--- src/rtl/mesi_isc_cbus_resp.sv ---
// mesi_isc_cbus_resp: per-CPU end of the MESI ISC coherence bus.
// Takes one command lane from the broadcast controller, updates a local
// direct-mapped MESI state table, and flushes dirty lines through a
// writeback handshake before issuing a single-cycle acknowledge.
module mesi_isc_cbus_resp #(
    parameter int CBUS_CMD_WIDTH = 3,
    parameter int ADDR_WIDTH     = 32,
    parameter int INDEX_WIDTH    = 3
) (
    input  logic                      clk,
    input  logic                      rst_n,
    input  logic [CBUS_CMD_WIDTH-1:0] cbus_cmd_i,
    input  logic [ADDR_WIDTH-1:0]     cbus_addr_i,
    output logic                      cbus_ack_o,
    output logic                      wb_req_o,
    output logic [ADDR_WIDTH-1:0]     wb_addr_o,
    input  logic                      wb_ack_i,
    input  logic [ADDR_WIDTH-1:0]     lookup_addr_i,
    output logic [1:0]                lookup_state_o
);

    localparam int TAG_WIDTH = ADDR_WIDTH - INDEX_WIDTH;
    localparam int ENTRIES   = 1 << INDEX_WIDTH;

    localparam logic [CBUS_CMD_WIDTH-1:0] CMD_NOP      = CBUS_CMD_WIDTH'(0);
    localparam logic [CBUS_CMD_WIDTH-1:0] CMD_WR_SNOOP = CBUS_CMD_WIDTH'(1);
    localparam logic [CBUS_CMD_WIDTH-1:0] CMD_RD_SNOOP = CBUS_CMD_WIDTH'(2);
    localparam logic [CBUS_CMD_WIDTH-1:0] CMD_EN_WR    = CBUS_CMD_WIDTH'(3);
    localparam logic [CBUS_CMD_WIDTH-1:0] CMD_EN_RD    = CBUS_CMD_WIDTH'(4);

    localparam logic [1:0] ST_I = 2'd0;
    localparam logic [1:0] ST_S = 2'd1;
    localparam logic [1:0] ST_E = 2'd2;
    localparam logic [1:0] ST_M = 2'd3;

    typedef enum logic [2:0] {
        IDLE,
        LOOKUP,
        WB,
        ACK,
        WAIT_NOP
    } fsm_t;

    fsm_t                      fsm_q, fsm_d;
    logic [CBUS_CMD_WIDTH-1:0] cmd_q, cmd_d;
    logic [ADDR_WIDTH-1:0]     addr_q, addr_d;
    logic [TAG_WIDTH-1:0]      upd_tag_q, upd_tag_d;
    logic [1:0]                upd_st_q, upd_st_d;
    logic                      ack_q, ack_d;
    logic                      wb_req_q, wb_req_d;
    logic [ADDR_WIDTH-1:0]     wb_addr_q, wb_addr_d;

    logic [1:0]                st_tbl_q  [ENTRIES];
    logic [1:0]                st_tbl_d  [ENTRIES];
    logic [TAG_WIDTH-1:0]      tag_tbl_q [ENTRIES];
    logic [TAG_WIDTH-1:0]      tag_tbl_d [ENTRIES];

    logic [INDEX_WIDTH-1:0]    cur_idx;
    logic [TAG_WIDTH-1:0]      cur_tag;
    logic [TAG_WIDTH-1:0]      ent_tag;
    logic [1:0]                ent_st;
    logic                      tag_hit;
    logic                      hit;
    logic [TAG_WIDTH-1:0]      new_tag;
    logic [1:0]                new_st;
    logic                      need_wb;
    logic [ADDR_WIDTH-1:0]     victim_addr;
    logic                      wb_accept;
    logic                      commit;
    logic [TAG_WIDTH-1:0]      commit_tag;
    logic [1:0]                commit_st;
    logic [INDEX_WIDTH-1:0]    lk_idx;
    logic [TAG_WIDTH-1:0]      lk_tag;

    assign cur_idx     = addr_q[INDEX_WIDTH-1:0];
    assign cur_tag     = addr_q[ADDR_WIDTH-1:INDEX_WIDTH];
    assign ent_tag     = tag_tbl_q[cur_idx];
    assign ent_st      = st_tbl_q[cur_idx];
    assign tag_hit     = (ent_tag == cur_tag);
    assign hit         = (ent_st != ST_I) && tag_hit;
    assign victim_addr = {ent_tag, cur_idx};

    // The writeback handshake completes only once the request is visible on the bus.
    assign wb_accept   = (fsm_q == WB) && wb_req_q && wb_ack_i;

    // Table update lands either straight out of LOOKUP or when the victim flush is accepted.
    assign commit      = ((fsm_q == LOOKUP) && !need_wb) || wb_accept;
    assign commit_tag  = (fsm_q == WB) ? upd_tag_q : new_tag;
    assign commit_st   = (fsm_q == WB) ? upd_st_q  : new_st;

    assign cbus_ack_o  = ack_q;
    assign wb_req_o    = wb_req_q;
    assign wb_addr_o   = wb_addr_q;

    // MESI transition for the latched command against the current table entry.
    always_comb begin
        new_tag = ent_tag;
        new_st  = ent_st;
        need_wb = 1'b0;
        case (cmd_q)
            CMD_RD_SNOOP: begin
                if (hit) begin
                    new_st  = ST_S;
                    need_wb = (ent_st == ST_M);
                end
            end
            CMD_WR_SNOOP: begin
                if (hit) begin
                    new_st  = ST_I;
                    need_wb = (ent_st == ST_M);
                end
            end
            CMD_EN_WR: begin
                new_tag = cur_tag;
                new_st  = ST_M;
                need_wb = (ent_st == ST_M) && !tag_hit;
            end
            CMD_EN_RD: begin
                new_tag = cur_tag;
                need_wb = (ent_st == ST_M) && !tag_hit;
                if (hit && ((ent_st == ST_M) || (ent_st == ST_E))) begin
                    new_st = ent_st;
                end else begin
                    new_st = ST_S;
                end
            end
            default: begin
                new_tag = ent_tag;
            end
        endcase
    end

    // Next-state and registered-output logic for the command handshake.
    always_comb begin
        fsm_d     = fsm_q;
        cmd_d     = cmd_q;
        addr_d    = addr_q;
        upd_tag_d = upd_tag_q;
        upd_st_d  = upd_st_q;
        wb_addr_d = wb_addr_q;
        ack_d     = 1'b0;
        wb_req_d  = 1'b0;
        case (fsm_q)
            IDLE: begin
                if (cbus_cmd_i inside {CMD_WR_SNOOP, CMD_RD_SNOOP, CMD_EN_WR, CMD_EN_RD}) begin
                    cmd_d  = cbus_cmd_i;
                    addr_d = cbus_addr_i;
                    fsm_d  = LOOKUP;
                end
            end
            LOOKUP: begin
                upd_tag_d = new_tag;
                upd_st_d  = new_st;
                if (need_wb) begin
                    wb_addr_d = victim_addr;
                    fsm_d     = WB;
                end else begin
                    fsm_d     = ACK;
                end
            end
            WB: begin
                if (wb_accept) begin
                    ack_d = 1'b1;
                    fsm_d = ACK;
                end else begin
                    wb_req_d = 1'b1;
                end
            end
            ACK: begin
                ack_d = !ack_q;
                fsm_d = WAIT_NOP;
            end
            WAIT_NOP: begin
                if (cbus_cmd_i == CMD_NOP) begin
                    fsm_d = IDLE;
                end
            end
            default: begin
                fsm_d = IDLE;
            end
        endcase
    end

    // Write the committed entry into the next-cycle view of the table.
    always_comb begin
        st_tbl_d  = st_tbl_q;
        tag_tbl_d = tag_tbl_q;
        if (commit) begin
            st_tbl_d[cur_idx]  = commit_st;
            tag_tbl_d[cur_idx] = commit_tag;
        end
    end

    // Control state and line states, cleared asynchronously so a reset abandons any command.
    always_ff @(posedge clk or negedge rst_n) begin
        if (!rst_n) begin
            fsm_q     <= IDLE;
            cmd_q     <= CMD_NOP;
            addr_q    <= '0;
            upd_tag_q <= '0;
            upd_st_q  <= ST_I;
            ack_q     <= 1'b0;
            wb_req_q  <= 1'b0;
            wb_addr_q <= '0;
            for (int i = 0; i < ENTRIES; i++) begin
                st_tbl_q[i] <= ST_I;
            end
        end else begin
            fsm_q     <= fsm_d;
            cmd_q     <= cmd_d;
            addr_q    <= addr_d;
            upd_tag_q <= upd_tag_d;
            upd_st_q  <= upd_st_d;
            ack_q     <= ack_d;
            wb_req_q  <= wb_req_d;
            wb_addr_q <= wb_addr_d;
            st_tbl_q  <= st_tbl_d;
        end
    end

    // Tags are meaningless while the state is I, so they carry no reset.
    always_ff @(posedge clk) begin
        tag_tbl_q <= tag_tbl_d;
    end

    // CPU-side probe: report the stored state only when the line is valid and the tag matches.
    always_comb begin
        lk_idx = lookup_addr_i[INDEX_WIDTH-1:0];
        lk_tag = lookup_addr_i[ADDR_WIDTH-1:INDEX_WIDTH];
        lookup_state_o = ST_I;
        if ((st_tbl_q[lk_idx] != ST_I) && (tag_tbl_q[lk_idx] == lk_tag)) begin
            lookup_state_o = st_tbl_q[lk_idx];
        end
    end

endmodule

--- config.mk ---
export PLATFORM = sky130hd
export DESIGN_NAME = mesi_isc_cbus_resp
export DESIGN_NICKNAME = d
export VERILOG_FILES = /design/src/rtl/mesi_isc_cbus_resp.sv
export SDC_FILE = /design/constraint.sdc
export NUM_CORES = 1
export LEC_CHECK = 0
export ABC_AREA = 1
export BUFFER_PORTS_ARGS = -buffer_cell sky130_fd_sc_hd__buf_2
export CAP_MARGIN = 25
export CORE_MARGIN = 5
export CORE_UTILIZATION = 42
export CTS_BUF_LIST = sky130_fd_sc_hd__clkbuf_8
export DETAILED_ROUTE_END_ITERATION = 12
export GPL_ROUTABILITY_DRIVEN = 0
export PLACE_DENSITY = 0.68
export RECOVER_POWER = 50
export SLEW_MARGIN = 20
export SYNTH_ARGS = -nofsm -noshare
export SYNTH_HDL_FRONTEND = slang
export SYNTH_SLANG_ARGS = --single-unit
export TNS_END_PERCENT = 10
--- constraint.sdc ---
create_clock -name clk -period 3.8 [get_ports clk]
set_input_delay 0.19 -clock clk [delete_from_list [all_inputs] [get_ports clk]]
set_output_delay 0.19 -clock clk [all_outputs]
set_load 0.02 [all_outputs]
==> results.sh, run 1 <==
export IMPL_via_per_inst=5.46
export IMPL_path_clk_slew_ns=0.06
export IMPL_gr_total_overflow=0
export IMPL_synth_flop_cell="edfxtp_1"
export IMPL_grt_pass1_wl_um=83900
export IMPL_hp_class="in -> async"
export IMPL_path_class="reg -> reg"
export IMPL_layout_commonest_cell="nand2_1"
export IMPL_cts_made_buffers=56
export IMPL_mostFrequentLayoutCells="nand2_1, inv_1, edfxtp_1"
export IMPL_grt_usage_pct=22.7
export IMPL_ys_types=45
export IMPL_irDropWorstVdd_mv=0.502
export IMPL_setup_viol=0
export IMPL_fin_skew_ns=0.0232
export IMPL_die_y_um=216
export IMPL_synth_top_area_share_pct=39.0
export IMPL_drt_total_wl_um=55100
export IMPL_dieArea_um2=46700
export IMPL_fillers=3869
export IMPL_fin_util_pct=49.6
export IMPL_portBuffers=105
export IMPL_cp_data_required_time_ns=4.10
export IMPL_max_freq_mhz=279
export IMPL_antenna_left=0
export IMPL_cts_max_path_buffers=3
export IMPL_syn_inst=2072
export IMPL_power_uw=17300
export IMPL_hold_ws_ns=0.254
export IMPL_syn_to_final_growth_pct=16.7
export IMPL_rsz0062_at_grt="no"
export IMPL_clock_sinks=351
export IMPL_pin_count=106
export IMPL_ys_async_sr_fraction_pct=33.9
export IMPL_status="finished, final reports clean"
export IMPL_fin_tns_setup_ns=0
export IMPL_arrival_ns=3.88
export IMPL_max_cap_viol_count=0
export IMPL_ys_seq_area_share_pct=55.7
export IMPL_synth_edf_count=232
export IMPL_wl_per_cell_um=19.5
export IMPL_cts_tree="yes"
export IMPL_synth_xor_area_share_pct=0.933
export IMPL_synth_area_leaders="edfxtp_1, dfrtp_1, nand2_1"
export IMPL_grt_start_max_net_pins=120
export IMPL_synth_adder_area_share_pct=0
export IMPL_vias=15415
export IMPL_drive_above_1_share_pct=12.2
export IMPL_first_global_vias=15157
export IMPL_fin_crit_sh_pct=94.3
export IMPL_leakage_uw=0.00917
export IMPL_syn_avg_cell_area_um2=8.61
export IMPL_detailed_place_hpwl_um=36600
export IMPL_syn_cell_area_um2=17800
export IMPL_fp_row_count=75
export IMPL_start_util_pct=42.5
export IMPL_yosys_area_top_type="edfxtp_1"
export IMPL_worstSetupStartpointType="flop"
export IMPL_die_x_um=216
export IMPL_yosysWarningCount=0
export IMPL_r2r_slack_ns=0.22
export IMPL_synth_compound_area_share_pct=14.2
export IMPL_cts_root_buf="clkbuf_8"
export IMPL_clk_latency_ns=0.62
export IMPL_h_tree_depth=2
export IMPL_antenna_found_initial=0
export IMPL_num_antenna_cells=0
export IMPL_tightest_slew_ns=1.36
export IMPL_hold_viol=0
export IMPL_endpoint_kind="flop"
export IMPL_cp_max_fo=38
export IMPL_synth_seq_cells=351
export IMPL_drc=0
export IMPL_core_um2=41900
export IMPL_drt_initial_drc_count=1502
export IMPL_power_density_nw_per_um2=832
export IMPL_syn_nets=2142
export IMPL_yosys_mux_area_fraction_pct=0.631
export IMPL_period_minus_slack_ns=3.58
export IMPL_drtPass1Iterations=8
export IMPL_fin_nets=2311
export IMPL_slew_headroom_pct=9.03
export IMPL_slew_viol_final=0
export IMPL_synth_simple_gate_area_share_pct=20.5
export IMPL_synth_top_family_by_area="simple AND/OR/NAND/NOR gates"
## registers in the layout, summed over array words and instances (netlist names)
signal / flops
wb_addr_o: 32
cbus_ack_o: 1
upd_st_q: 2
upd_tag_q: 29
st_tbl_q: 16
cmd_q: 3
fsm_q: 3
addr_q: 32
wb_req_o: 1
tag_tbl_q: 232
## kinds of logic after synthesis
logic type,Yosys count
flops,351
buf+inv,353
compound gates,465
mux,10
simple gates,874
xor+xnor,19
## Yosys cell counts, drive strengths merged (10+ instances only)
cell type  count
or2           18
mux2          10
dfrtp        119
buf           47
clkbuf        66
xor2          12
inv          239
nor3          16
nor2         114
nand2        575
nand3        142
edfxtp       232
o21ai        266
o211ai        44
a21oi        134
## per-layer routing
layer	vias up	track usage (%)	part of all wire, %	routed length [um]
met2	776	39.3	49	26700
li1	7225	-	-	-
met3	138	3.57	8.5	4680
met1	7276	28.8	39	21400
met5	-	0	0	0
met4	0	9.01	4.1	2270
## stage by stage
step	std cells	area, um2	setup WS [ns]
floorplan	2072	17800	0.447
global placement	2684	19500	0.0977
detailed placement	2684	19500	0.0562
CTS	2824	20900	0.0277
global route	2825	20800	0.00288
finish	2825	20800	0.217
## final timing paths
kind / startpoint / to / cells after the start
setup / recovery: addr_q[0]$_DFFE_PN0P_ / tag_tbl_q[93]$_DFFE_PP_ / 19
hold / removal: rst_n / st_tbl_q[14]$_DFFE_PN0P_ / 3
setup reg to reg: addr_q[0]$_DFFE_PN0P_ / tag_tbl_q[93]$_DFFE_PP_ / 19
hold reg to reg: upd_st_q[0]$_DFFE_PN0N_ / upd_st_q[0]$_DFFE_PN0N_ / 2
max in group asynchronous: rst_n / addr_q[0]$_DFFE_PN0P_ / 3
min in group clk: cbus_addr_i[6] / addr_q[6]$_DFFE_PN0P_ / 3
## what timing repair did
| action | 4_1_cts | 5_1_grt |
|---|---|---|
| setup buffers | 0 | 1 |
| resized for setup | 0 | 9 |
| endpoints found under the setup margin | 0 | 277 |
| hold buffers | 37 | 0 |
| hold endpoints to repair | 157 | 0 |
## final cells by class
type	count	area [um2]	area share, %
tap	539	674	3.24
clock inverter	36	146	0.703
inverter	240	906	4.35
timing repair buffer	224	1690	8.11
sequential	351	9950	47.8
multi-input combinational	1368	6530	31.4
clock buffer	67	922	4.43
## worst max-delay path: stages, from the launching register on
cell and delay (ns):
dfrtp_4 0.51, buf_6 0.31, buf_4 0.23, nand2_1 0.07
nand3_1 0.08, nand2_1 0.07, nor2_1 0.14, nor2_1 0.05
nor2_1 0.11, nand2_1 0.07, nor2_1 0.26, nand2_1 0.15
nor2_4 0.14, nand2_1 0.08, nand2_1 0.06, nand2_1 0.06
nand2_2 0.11, nand2_4 0.20, a21oi_4 0.29, buf_12 0.25
## power by group
part / switching, uW / internal (uW)
clock network: 1520 / 1590
registers: 547 / 6040
logic: 5470 / 2170
No activity file was read; power rests on OpenSTA's default activity.
==> run 2: changes to the inputs <==
--- a/config.mk
+++ b/config.mk
@@ -5,7 +5,6 @@
 export SDC_FILE = /design/constraint.sdc
 export NUM_CORES = 1
 export LEC_CHECK = 0
-export ABC_AREA = 1
 export BUFFER_PORTS_ARGS = -buffer_cell sky130_fd_sc_hd__buf_2
 export CAP_MARGIN = 25
 export CORE_MARGIN = 5
==> run 2 against run 1 <==
  * Critical endpoint is now tag_tbl_q[119]$_DFFE_PP_
  * Synthesized cell count is 44% lower
  * Wire length decreased by 8.3%
  * Sequential power is 3% higher
  * Combinational power is 16% higher
  * Highest routed layer unchanged
  * Count of clock-buffer cells in the layout shrank 5
  * Largest power group unchanged
  * Maximum frequency decreased by 16%
  * Non-clock buffer count up 116
  * The flow now finishes with violations (capacitance limit, slew limit, setup timing)
  * Flip-flop and latch count is the same
==> results.sh, run 2 <==
export IMPL_fin_tns_setup_ns=-116.25
export IMPL_synth_area_leaders="edfxtp_1, dfrtp_1, mux4_2"
export IMPL_antenna_found_initial=0
export IMPL_vias=11945
export IMPL_core_um2=39900
export IMPL_grt_pass1_wl_um=75000
export IMPL_regArea_um2=9950
export IMPL_multi_input_area_um2=6880
export IMPL_tightest_slew_ns=1.89
export IMPL_synth_compound_area_share_pct=6.46
export IMPL_max_cap_viol_count=2
export IMPL_fin_crit_sh_pct=113
export IMPL_cts_tree="yes"
export IMPL_syn_inst=1156
export IMPL_dieArea_um2=44600
export IMPL_cts_root_buf="clkbuf_8"
export IMPL_synth_xor_area_share_pct=2.16
export IMPL_synth_adder_area_share_pct=0
export IMPL_setup_viol=384
export IMPL_ys_seq_area_share_pct=58.5
export IMPL_wl_per_cell_um=24.6
export IMPL_pin_count=106
export IMPL_final_area_um2=21800
export IMPL_yosysWarningCount=0
export IMPL_fp_row_count=73
export IMPL_status="complete, but fails checks"
export IMPL_regMostFlops="tag_tbl_q"
export IMPL_mostFrequentLayoutCells="edfxtp_1, buf_4, dfrtp_1"
export IMPL_place_area_um2=19800
export IMPL_synth_top_area_share_pct=41.0
export IMPL_drt_initial_drc_count=1199
export IMPL_syn_cell_area_um2=17000
export IMPL_h_tree_depth=2
export IMPL_yosys_top_cells_count="edfxtp_1, dfrtp_1, mux2i_1, mux4_2"
export IMPL_slew_headroom_pct=-26.3
export IMPL_start_util_pct=42.6
export IMPL_syn_nets=1226
export IMPL_hp_class="in -> reg"
export IMPL_num_antenna_cells=0
export IMPL_cts_made_buffers=57
export IMPL_power_density_nw_per_um2=881
export IMPL_ys_async_sr_fraction_pct=33.9
export IMPL_syn_avg_cell_area_um2=14.7
export IMPL_yosys_mux_area_fraction_pct=23.8
export IMPL_drtPass1Iterations=5
export IMPL_portBuffers=105
export IMPL_worstSetupStartpointType="flop"
export IMPL_finalWorstSetupSlack_ns=-0.486
export IMPL_leakage_uw=0.00850
export IMPL_cp_data_required_time_ns=4.14
export IMPL_die_x_um=211
export IMPL_fillers=3207
export IMPL_hold_viol=0
export IMPL_grt_usage_pct=22.2
export IMPL_clock_sinks=351
export IMPL_violations="capacitance limit, slew limit, setup timing"
export IMPL_synth_edf_count=232
export IMPL_slew_viol_final=96
export IMPL_path_class="reg -> reg"
export IMPL_fin_nets=1549
export IMPL_synth_simple_gate_area_share_pct=6.39
export IMPL_gr_total_overflow=0
export IMPL_grt_start_max_net_pins=67
export IMPL_layout_commonest_cell="edfxtp_1"
export IMPL_antenna_left=0
export IMPL_die_y_um=211
export IMPL_period_minus_slack_ns=4.29
export IMPL_synth_top_family_by_area="multiplexers"
export IMPL_irDropWorstVdd_mv=0.416
export IMPL_endpoint_kind="flop"
export IMPL_drc=0
export IMPL_path_clk_slew_ns=0.06
export IMPL_synth_flop_cell="edfxtp_1"
export IMPL_synth_most_common_cell="edfxtp_1"
export IMPL_clk_latency_ns=0.64
export IMPL_arrival_ns=4.62
export IMPL_detailed_place_hpwl_um=35300
export IMPL_max_freq_mhz=233
export IMPL_cp_max_fo=7
export IMPL_largest_reg_flops=232
export IMPL_first_global_vias=12182
export IMPL_rsz0062_at_grt="yes"
export IMPL_syn_to_final_growth_pct=28.2
export IMPL_fin_skew_ns=0.0356
export IMPL_drive_above_1_share_pct=36.1
export IMPL_via_per_inst=5.82
export IMPL_drt_total_wl_um=50500
export IMPL_synth_seq_cells=351
export IMPL_yosys_area_top_type="edfxtp_1"
export IMPL_cts_max_path_buffers=3
export IMPL_ys_types=60
## run 2: changes by cell type in the layout (fill, tap and decap cells not counted), moves of 102 or more
cell	previous run	this run
nand2_1	571	58
inv_1	262	20
o21ai_0	229	57
nand3_1	137	8
mux2i_1	0	102
## run 2: cell families after synthesis
| logic type | count (synthesis) |
|---|---|
| DFF | 351 |
| muxes | 276 |
| and+or+nand+nor | 225 |
| AOI/OAI and AO/OA | 177 |
| buffers and inverters | 85 |
| xor gates and xnor gates | 42 |
## run 2: final timing paths
| check | to | startpoint | cells past startpoint | slack, ns |
|---|---|---|---|---|
| worst max-delay path | tag_tbl_q[119]$_DFFE_PP_ | addr_q[2]$_DFFE_PN0P_ | 15 | -0.49 |
| worst min-delay path | addr_q[2]$_DFFE_PN0P_ | cbus_addr_i[2] | 3 | 0.32 |
| worst max register to register | tag_tbl_q[119]$_DFFE_PP_ | addr_q[2]$_DFFE_PN0P_ | 15 | -0.49 |
| worst min register to register | upd_st_q[1]$_DFFE_PN0N_ | upd_st_q[1]$_DFFE_PN0N_ | 2 | 0.48 |
| max in group asynchronous | wb_addr_o[17]$_DFFE_PN0P_ | rst_n | 3 | 0.81 |
| min in group asynchronous | wb_addr_o[1]$_DFFE_PN0P_ | rst_n | 2 | 0.61 |
## run 2: worst max-delay path, cell delays in order, from the launching register on
cell	delay, ns
dfrtp_4	0.57
buf_12	0.18
buf_4	0.15
mux2i_1	0.16
a22o_1	0.25
or3_1	0.16
nand4_1	0.11
or4_4	0.60
nor4_4	0.33
buf_4	0.21
mux2i_4	0.26
a21oi_4	0.10
buf_12	0.15
o41ai_4	0.31
buf_6	0.24
clkbuf_16	0.18
## run 2: final cells by class
type / instances / area share, %
Sequential cell: 351 / 45.7
Multi-Input combinational cell: 720 / 31.6
Clock inverter: 46 / 1.77
Clock buffer: 62 / 3.92
Timing Repair Buffer: 340 / 13.9
Tap cell: 525 / 3.01
Inverter: 9 / 0.155
## run 2: report_power, final
group / internal (uW) / switching [uW]
registers: 6070 / 692
logic: 3920 / 4970
clock network: 1990 / 1560
total: 12000 / 7230
## run 2: layer usage
layer  up-vias  share of wire [%]  GRT usage (%)
li1       5161                  -              -
met1      6084                 41           29.9
met2       590                 48           36.1
met3       110                7.8           4.74
met4         0                3.6           7.60
met5         -                  0              0
## run 2: repair_timing
action / in CTS / in global routing
endpoints found under the hold margin: 100 / 0
cloned: 2 / 5
hold buffers: 37 / 0
resized for setup: 30 / 14
buffers inserted: 5 / 4
pin swaps: 4 / 3
setup endpoints to repair: 281 / 281
## run 2: metrics by stage
step	utilization, %	cells	setup WS (ns)	power [uW]	hold WS (ns)
6_report	54.6	2053	-0.486	19200	0.318
5_1_grt	54.6	2053	-0.607	20100	0.315
4_1_cts	54.3	2044	-0.446	19100	0.139
3_5_place_dp	49.7	1892	-0.667	15200	0.260
3_3_place_gp	49.6	1891	-0.624	15000	0.255
2_1_floorplan	-	1156	-0.801	11500	-0.106
==> run 3: changes to the inputs <==
--- a/config.mk
+++ b/config.mk
@@ -9,10 +9,10 @@
 export CAP_MARGIN = 25
 export CORE_MARGIN = 5
 export CORE_UTILIZATION = 42
-export CTS_BUF_LIST = sky130_fd_sc_hd__clkbuf_8
+export CTS_BUF_LIST = sky130_fd_sc_hd__clkbuf_4 sky130_fd_sc_hd__clkbuf_8 sky130_fd_sc_hd__clkbuf_16
 export DETAILED_ROUTE_END_ITERATION = 12
 export GPL_ROUTABILITY_DRIVEN = 0
-export PLACE_DENSITY = 0.68
+export PLACE_DENSITY = 0.6
 export RECOVER_POWER = 50
 export SLEW_MARGIN = 20
 export SYNTH_ARGS = -nofsm -noshare
==> run 3 against run 2 <==
  * Core utilization increased by 0.32 points
  * Die area stayed put
  * Largest power group unchanged
  * Clock power rose by 3%
  * Flip-flop and latch count stayed put
  * Via count shrank 4.4%
  * The flow still finishes with violations (capacitance limit, slew limit, setup timing)
  * First-iteration DRC count down 33%
  * Register-to-register slack got worse by 0.10 ns
  * Global-route usage up 0.21 points
  * Sequential power decreased by 0.6%
==> results.sh, run 3 (synthesis gave the netlist of run 2 again) <==
export IMPL_grt_start_max_net_pins=82
export IMPL_path_class="reg -> reg"
export IMPL_leakage_uw=0.00847
export IMPL_mostFrequentLayoutCells="edfxtp_1, buf_4, dfrtp_1"
export IMPL_fp_row_count=73
export IMPL_slew_viol_final=82
export IMPL_syn_to_final_growth_pct=29.0
export IMPL_h_tree_depth=2
export IMPL_clk_latency_ns=0.55
export IMPL_hold_ws_ns=0.402
export IMPL_largest_reg_flops=232
export IMPL_layout_commonest_cell="edfxtp_1"
export IMPL_worstSetupStartpointType="flop"
export IMPL_rsz0062_at_grt="yes"
export IMPL_cts_max_path_buffers=3
export IMPL_cts_tree="yes"
export IMPL_fin_skew_ns=0.0131
export IMPL_hp_class="in -> reg"
export IMPL_slowest_delay_ns=0.53
export IMPL_dieArea_um2=44600
export IMPL_violations="capacitance limit, slew limit, setup timing"
export IMPL_finalWorstSetupSlack_ns=-0.588
export IMPL_fin_crit_sh_pct=115
export IMPL_clock_sinks=351
export IMPL_fin_nets=1539
export IMPL_wl_per_cell_um=24.7
export IMPL_drt_total_wl_um=50000
export IMPL_rr_endpoint="tag_tbl_q[15]$_DFFE_PP_"
export IMPL_setup_viol=360
export IMPL_power_uw=19100
export IMPL_die_y_um=211
export IMPL_fillers=3205
export IMPL_tightest_slew_ns=2.25
export IMPL_num_antenna_cells=0
export IMPL_irDropWorstVdd_mv=0.552
export IMPL_pin_count=106
export IMPL_path_cells="buf_12, buf_8, mux4_2, mux2i_4, xnor2_1, nor4_1, nand4_1, buf_6, nor4_4, mux2i_2, a21oi_4, buf_6, buf_6, o41ai_4, buf_12, clkbuf_16"
export IMPL_grt_pass1_wl_um=74700
export IMPL_drtPass1Iterations=5
export IMPL_drive_above_1_share_pct=36.2
export IMPL_drc=0
export IMPL_path_clk_slew_ns=0.06
export IMPL_power_density_nw_per_um2=873
export IMPL_min_delay_start="wb_ack_i"
export IMPL_antenna_left=0
export IMPL_hold_path_end="cbus_ack_o$_DFF_PN0_"
export IMPL_period_minus_slack_ns=4.39
export IMPL_cts_root_buf="clkbuf_16"
export IMPL_endpoint_kind="flop"
export IMPL_first_global_vias=11874
export IMPL_cp_max_fo=8
export IMPL_via_per_inst=5.64
export IMPL_hold_viol=0
export IMPL_ff2ff_path_depth=16
export IMPL_cp_data_required_time_ns=4.07
export IMPL_crit_path_top_delay_cell="dfrtp_4"
export IMPL_final_area_um2=21900
export IMPL_r2r_slack_ns=-0.59
export IMPL_r2r_start="addr_q[0]$_DFFE_PN0P_"
export IMPL_arrival_ns=4.66
export IMPL_critPathMostFrequentCell="buf_6"
export IMPL_antenna_found_initial=0
export IMPL_cp_depth=16
export IMPL_start_util_pct=42.6
export IMPL_cts_made_buffers=39
export IMPL_die_x_um=211
export IMPL_gr_total_overflow=0
export IMPL_portBuffers=105
export IMPL_vias=11415
export IMPL_cpLargestDelayFamily="buffers and inverters"
export IMPL_grt_usage_pct=22.4
export IMPL_max_freq_mhz=228
export IMPL_slew_headroom_pct=-49.7
export IMPL_status="complete, but fails checks"
export IMPL_min_path_cells=4
export IMPL_drt_initial_drc_count=808
export IMPL_max_cap_viol_count=1
export IMPL_regMostFlops="tag_tbl_q"
export IMPL_path_buf_inv=7
export IMPL_core_um2=39900
export IMPL_place_area_um2=19900
export IMPL_detailed_place_hpwl_um=35200
export IMPL_fin_tns_setup_ns=-152.08
## run 3: cell types whose count changed in the layout (fill, tap and decap cells not counted), moves of 4 or more
cell and change:
buf_12 +9, bufinv_16 -5, clkbuf_16 +35, clkbuf_4 +6, clkbuf_8 -58, clkinv_1 -5
inv_1 -12, mux2i_1 -4
## run 3: layout make-up
class	instances	area, um2	area share [%]
Clock inverter	20	148	0.674
Multi-Input combinational cell	720	6900	31.5
Tap cell	525	657	3.00
Sequential cell	351	9950	45.4
Inverter	9	33.8	0.154
Timing Repair Buffer	348	3150	14.4
Clock buffer	50	1080	4.94
## run 3: how the worst max path moves through the flow
| stage | start | to | slack [ns] |
|---|---|---|---|
| after floorplan | addr_q[0]$_DFFE_PN0P_ | st_tbl_q[10]$_DFFE_PN0P_ | -0.80 |
| after global placement | addr_q[0]$_DFFE_PN0P_ | wb_addr_o[27]$_DFFE_PN0P_ | -0.73 |
| after detailed placement | addr_q[0]$_DFFE_PN0P_ | wb_addr_o[27]$_DFFE_PN0P_ | -0.78 |
| after CTS | addr_q[0]$_DFFE_PN0P_ | st_tbl_q[7]$_DFFE_PN0P_ | -0.51 |
| after global routing | addr_q[0]$_DFFE_PN0P_ | tag_tbl_q[15]$_DFFE_PP_ | -0.69 |
| final | addr_q[0]$_DFFE_PN0P_ | tag_tbl_q[15]$_DFFE_PP_ | -0.59 |
## run 3: timing repair
action,in CTS,in global routing
endpoints found under the setup margin,281,281
pin swaps,8,12
hold buffers,37,0
resized for setup,29,24
cloned,2,1
buffers inserted,18,5
hold endpoints to repair,115,0
## run 3: metal layers
| layer | wire length, um | vias up | global-route usage [%] |
|---|---|---|---|
| met4 | 1460 | 0 | 7.56 |
| met5 | 0 | - | 0 |
| met1 | 21100 | 5836 | 30.1 |
| met2 | 24600 | 367 | 37.1 |
| li1 | - | 5134 | - |
| met3 | 2890 | 78 | 4.19 |
## run 3: stage by stage
stage / util [%] / setup slack, ns / instances
finish: 54.9 / -0.588 / 2023
global route: 54.9 / -0.692 / 2023
CTS: 54.8 / -0.506 / 2017
detailed placement: 49.8 / -0.784 / 1891
global placement: 49.8 / -0.730 / 1890
floorplan: - / -0.801 / 1156
## run 3: worst register-to-register path, delay by kind of cell (launching register included)
family,cells,cell delay (ns)
AOI/OAI and AO/OA,2,0.52
xor gates and xnor gates,1,0.10
buffers and inverters,7,1.11
DFF,1,0.53
muxes,3,1.02
and+or+nand+nor,3,0.85
## run 3: where the power goes
group	total, uW	internal, uW	switching (uW)
clock	3660	2150	1520
combinational	8750	3900	4860
sequential	6720	6050	665
